`src/rtl/regfile_ctrl_pkg.sv`:
```
// regfile_ctrl_pkg: shared types, widths and protected register indices for the writeback scheduler
package regfile_ctrl_pkg;
  localparam int ADDR_W = 5;
  localparam int DATA_W = 19;
  localparam logic [ADDR_W-1:0] ZERO_IDX = 5'd0;
  localparam logic [ADDR_W-1:0] PC_IDX = 5'd19;
  typedef struct packed {
    logic [ADDR_W-1:0] addr;
    logic [DATA_W-1:0] data;
  } wb_req_t;
  typedef enum logic [1:0] {IDLE, DRAIN, DONE} wb_sched_state_t;
  function automatic logic is_prot(input logic [ADDR_W-1:0] a);
    return a == ZERO_IDX || a == PC_IDX;
  endfunction
endpackage

```
`src/rtl/wb_queue_2w1r.sv`:
```
// wb_queue_2w1r: circular write queue with two ordered enqueue ports and one dequeue port
module wb_queue_2w1r
  import regfile_ctrl_pkg::*;
#(
  parameter int DEPTH = 4,
  localparam int PW = $clog2(DEPTH),
  localparam int CW = PW + 1
) (
  input  logic                          clk,
  input  logic                          reset,
  input  logic                          enq0,
  input  wb_req_t                       req0,
  input  logic                          enq1,
  input  wb_req_t                       req1,
  input  logic                          deq,
  output wb_req_t                       head,
  output logic [CW-1:0]                 count,
  output logic [DEPTH-1:0]              ent_valid,
  output logic [DEPTH-1:0][ADDR_W-1:0]  ent_addr
);
  wb_req_t mem [DEPTH];
  logic [PW-1:0] wr_ptr, rd_ptr, wr1;
  // the younger request lands just behind the older one, or at wr_ptr if the older was not enqueued
  assign wr1 = wr_ptr + PW'(enq0);
  assign head = mem[rd_ptr];
  always_ff @(posedge clk or posedge reset)
    if (reset) begin
      wr_ptr <= '0;
      rd_ptr <= '0;
      count <= '0;
    end else begin
      wr_ptr <= wr_ptr + PW'(enq0) + PW'(enq1);
      rd_ptr <= rd_ptr + PW'(deq);
      count <= count + CW'(enq0) + CW'(enq1) - CW'(deq);
    end
  always_ff @(posedge clk) begin
    if (enq0) mem[wr_ptr] <= req0;
    if (enq1) mem[wr1] <= req1;
  end
  for (genvar i = 0; i < DEPTH; i++) begin : g_ent
    logic [PW-1:0] off;
    assign off = PW'(i) - rd_ptr;
    assign ent_valid[i] = {1'b0, off} < count;
    assign ent_addr[i] = mem[i].addr;
  end
endmodule

```
`src/rtl/regfile_wb_scheduler.sv`:
```
// regfile_wb_scheduler: arbitrates ALU/load writebacks onto the register-file write port in program order.
// Optional pending-write query comparators are built when REGFILE_PENDING_CHECK_EN is defined.
module regfile_wb_scheduler
  import regfile_ctrl_pkg::*;
#(
  parameter int DEPTH = 4,
  localparam int CW = $clog2(DEPTH) + 1
) (
  input  logic              clk,
  input  logic              reset,
  input  logic              s0_valid,
  output logic              s0_ready,
  input  logic [ADDR_W-1:0] s0_addr,
  input  logic [DATA_W-1:0] s0_data,
  input  logic              s1_valid,
  output logic              s1_ready,
  input  logic [ADDR_W-1:0] s1_addr,
  input  logic [DATA_W-1:0] s1_data,
  input  logic              flush_req,
  output logic              flush_done,
  output logic              we3,
  output logic [ADDR_W-1:0] a3,
  output logic [DATA_W-1:0] wd3,
  output logic              drop,
  input  logic [ADDR_W-1:0] chk_addr1,
  input  logic [ADDR_W-1:0] chk_addr2,
  output logic              chk_hit1,
  output logic              chk_hit2
);
  wb_sched_state_t state, state_nx;
  wb_req_t head;
  logic [CW-1:0] count;
  logic [DEPTH-1:0] ent_valid;
  logic [DEPTH-1:0][ADDR_W-1:0] ent_addr;
  logic acc0, acc1, prot0, prot1, deq;
  assign s0_ready = state == IDLE && count <= CW'(DEPTH - 1);
  assign s1_ready = state == IDLE && count <= CW'(DEPTH - 2);
  assign acc0 = s0_valid && s0_ready;
  assign acc1 = s1_valid && s1_ready;
  assign prot0 = is_prot(s0_addr);
  assign prot1 = is_prot(s1_addr);
  assign deq = count != '0;
  assign flush_done = state == DONE;
  wb_queue_2w1r #(.DEPTH(DEPTH)) u_queue (
    .clk(clk),
    .reset(reset),
    .enq0(acc0 && !prot0),
    .req0('{addr: s0_addr, data: s0_data}),
    .enq1(acc1 && !prot1),
    .req1('{addr: s1_addr, data: s1_data}),
    .deq(deq),
    .head(head),
    .count(count),
    .ent_valid(ent_valid),
    .ent_addr(ent_addr)
  );
  always_comb begin
    state_nx = state;
    state_nx = state == IDLE  ? (flush_req ? DRAIN : IDLE) :
               state == DRAIN ? ((count == '0 && !we3) ? DONE : DRAIN) : IDLE;
  end
  always_ff @(posedge clk or posedge reset)
    if (reset) begin
      state <= IDLE;
      we3 <= 1'b0;
      a3 <= '0;
      wd3 <= '0;
      drop <= 1'b0;
    end else begin
      state <= state_nx;
      we3 <= deq;
      if (deq) begin
        a3 <= head.addr;
        wd3 <= head.data;
      end
      drop <= (acc0 && prot0) || (acc1 && prot1);
    end
`ifdef REGFILE_PENDING_CHECK_EN
  always_comb begin
    chk_hit1 = we3 && a3 == chk_addr1;
    chk_hit2 = we3 && a3 == chk_addr2;
    for (int i = 0; i < DEPTH; i++) begin
      chk_hit1 = chk_hit1 | (ent_valid[i] && ent_addr[i] == chk_addr1);
      chk_hit2 = chk_hit2 | (ent_valid[i] && ent_addr[i] == chk_addr2);
    end
    chk_hit1 = chk_hit1 && !is_prot(chk_addr1);
    chk_hit2 = chk_hit2 && !is_prot(chk_addr2);
  end
`else
  logic unused_chk;
  assign unused_chk = ^{chk_addr1, chk_addr2, ent_valid, ent_addr};
  assign chk_hit1 = 1'b0;
  assign chk_hit2 = 1'b0;
`endif
endmodule

```
`config.mk`:
```
export PLATFORM = sky130hd
export DESIGN_NAME = regfile_wb_scheduler
export DESIGN_NICKNAME = d
export VERILOG_FILES = /design/src/rtl/regfile_ctrl_pkg.sv /design/src/rtl/wb_queue_2w1r.sv /design/src/rtl/regfile_wb_scheduler.sv
export SDC_FILE = /design/constraint.sdc
export NUM_CORES = 1
export LEC_CHECK = 0
export CAP_MARGIN = 10
export CORE_AREA = 2 2 99 120
export CTS_BUF_LIST = sky130_fd_sc_hd__clkbuf_4 sky130_fd_sc_hd__clkbuf_8
export DETAILED_ROUTE_END_ITERATION = 6
export DIE_AREA = 0 0 101 122
export PLACE_DENSITY = 0.85
export SYNTH_ARGS = -nofsm -noshare
export SYNTH_HDL_FRONTEND = slang
export SYNTH_SLANG_ARGS = --single-unit
```
`constraint.sdc`:
```
create_clock -name clk -period 5.4 [get_ports clk]
set_input_delay 1.08 -clock clk [delete_from_list [all_inputs] [get_ports clk]]
set_output_delay 1.08 -clock clk [all_outputs]
set_load 0.005 [all_outputs]
```
==> run summary <==
status -> finished, final reports clean
Area contributors post-synth -> edfxtp_1, mux2_4, dfrtp_1, mux4_2, nand2_1
Power Dens Cells -> 395 mW/mm^2
GRT Util Overall -> 22.8%
NumNets Final -> 569
Final Hold Viols -> 0
Resized cells post-CTS -> 0
share of cells above drive strength 1 -> 35.6%
crit path to -> u_queue.mem[3][17]
FMAX -> 0.250 GHz
Site Rows -> 43
Post-Synthesis Cell Area -> 0.00658 mm^2
clk buf depth -> 2
placed cell count -> 614
Post-CTS Repair Setup Buffers -> 0
cell area after layout -> 0.00792 mm^2
vias in the first global route -> 3,926
Post-Syn Instances -> 401
FF-to-FF path depth -> 10
Worst VDD drop -> 0.165 mV
yosys warns -> 0
I/O Pins -> 94
DR WL met2 -> 7470 um
Leak -> 3.00 nW
full die area -> 0.0123 mm^2
type of origin of the critical path -> input pin
DRC errors left -> 0
non-filler cells, final -> 646
Place WS -> 0.944 ns
1st-pass router iterations -> 4
synthesized flop and latch total -> 131
final setup fails -> 0
hold_buf cts -> 0
Yosys cell types -> 40
met3 wire length -> 689 um
Initial DRC Count -> 138
TNS Setup -> 0 ns
Yosys top cell area share -> 43.8%
Req. time, crit path -> 5.51 ns
Tightest Pin Transition -> 0.914 ns
period utilisation layout -> 74.2%
DR vias -> 3,733
H-tree Lvls -> 4
setup ws final -> 1.39 ns
post-synthesis average cell area -> 16.4 um^2
port bufs -> 81
first-pass GRT wire length -> 20,300 um
clk sinks -> 131
die height -> 122 um
Post-synth EDFFs -> 96
max cap viols -> 0
most frequent cell after synthesis -> edfxtp_1
clock skew -> 0.0112 ns
initial cell density of the core -> 58.2%
RSZ-0062 raised after global routing -> no
wire length per cell -> 20.6 um
area growth from synthesis to layout -> 20.4%
CTS buffer count -> 17
worst reg2reg endpoint -> u_queue.mem[3][17]
Cell Area, Placed -> 0.00756 mm^2
Top Metal Used -> met4
total grt overflow -> 0
reg-to-reg slack, setup -> 1.86 ns
WS Path Type -> in2reg
clk slew on worst S/H paths -> 0.07 ns
PnR Total Power -> 3.13 mW
Primary FF master, synth -> edfxtp_1
Critical Path Start -> s0_addr[4]
Synth area leader -> edfxtp_1
CTS tree -> yes
fin crit period -> 4.01 ns
WL met1 -> 4760 um
drt total wl -> 13,300 um
GPL Wtd Cong -> 0.752
Slew Limit Headroom -> 39.1%
vias per cell -> 5.78
CTS root buf -> clkbuf_8
clock latency on the worst-skew pair -> 0.44 ns
Worst R2R Start -> state[0]
largest net degree at the start of global routing -> 36
most frequent cells after synthesis -> edfxtp_1, mux2_4, nand2_1
post-synthesis sequential area ratio -> 57.1%
Die Width -> 101 um
# diodes -> 0
post-layout util -> 70.1%
Critical Path Fanout Max -> 16
post-DP HPWL -> 8700 um
antenna viol nets, final -> 0
Core Region -> 0.0113 mm^2
initial antenna violation count -> 0
hold_ws -> 0.464 ns
Crit. End Element -> flip-flop
Hold Path Class -> reg2reg
Async SR Flop Fraction -> 26.7%
Max Slew Vio Count -> 0
crit path DAT -> 4.12 ns
==> cells by family after synthesis <==
kind of cell               after synthesis  synth area share [%]
DFF                                    131                  57.1
AOI/OAI and AO/OA                       11                  1.45
xor gates and xnor gates                 5                 0.666
and+or+nand+nor                         95                  7.19
other                                    1                0.0570
muxes                                  120                  29.0
buffers and inverters                   30                  2.78
adders and majority gates                8                  1.75
==> flip-flops by register name (all words and copies together) (netlist names) <==
name            flops
u_queue.rd_ptr      2
state               2
wd3                19
we3                 1
drop                1
u_queue.count       3
a3                  5
u_queue.wr_ptr      2
u_queue.mem        96
==> final cells by class <==
class / count / area, um^2
inverters: 10 / 37.5
clock inverters: 15 / 129
multi-input cells: 241 / 2660
repair buffers: 97 / 931
fillers: 746 / 3380
clock buffers: 17 / 234
flip-flops and latches: 131 / 3760
well taps: 135 / 169
==> per-layer routing <==
metal,global-route usage [%],vias to the layer above
met5,0,-
met4,9.97,0
met3,6.14,27
met2,41.6,126
met1,24.7,1886
li1,-,1694
==> worst min path at each step <==
stage,start,endpoint,cells after the start
final,a3[1],a3[1],2
after global routing,wd3[16],wd3[16],2
after CTS,we3,state[1],1
after detailed placement,wd3[15],wd3[15],2
after global placement,we3,state[1],1
after floorplan,state[1],state[0],1
==> cells in the final DEF (no fill, tap or decap), types with 5 or more instances in the layout <==
master and instances:
clkinvlp_4 6, inv_1 8, nor2_1 5, mux2_4 76, dfrtp_1 34, nand2_1 73
mux4_2 24, edfxtp_1 96, clkbuf_8 17, mux2_2 20, buf_4 16, ha_1 6
clkdlybuf4s50_1 81
==> critical path, cell delays in order <==
cell and delay [ns]:
clkdlybuf4s50_1 0.50, and3_1 0.23, o21ai_0 0.29, nand3_1 0.23, inv_1 0.15, ha_1 0.21, xnor2_1 0.20, nor4b_4 0.29
buf_4 0.26, o21bai_2 0.31, buf_4 0.38
==> where the power goes <==
| group | leakage [nW] | switching [mW] | internal [mW] |
|---|---|---|---|
| Sequential | 1.28 | 0.167 | 1.25 |
| Clock | 0.169 | 0.398 | 0.363 |
| Combinational | 1.56 | 0.398 | 0.559 |
(Power assumes the default switching activity.)
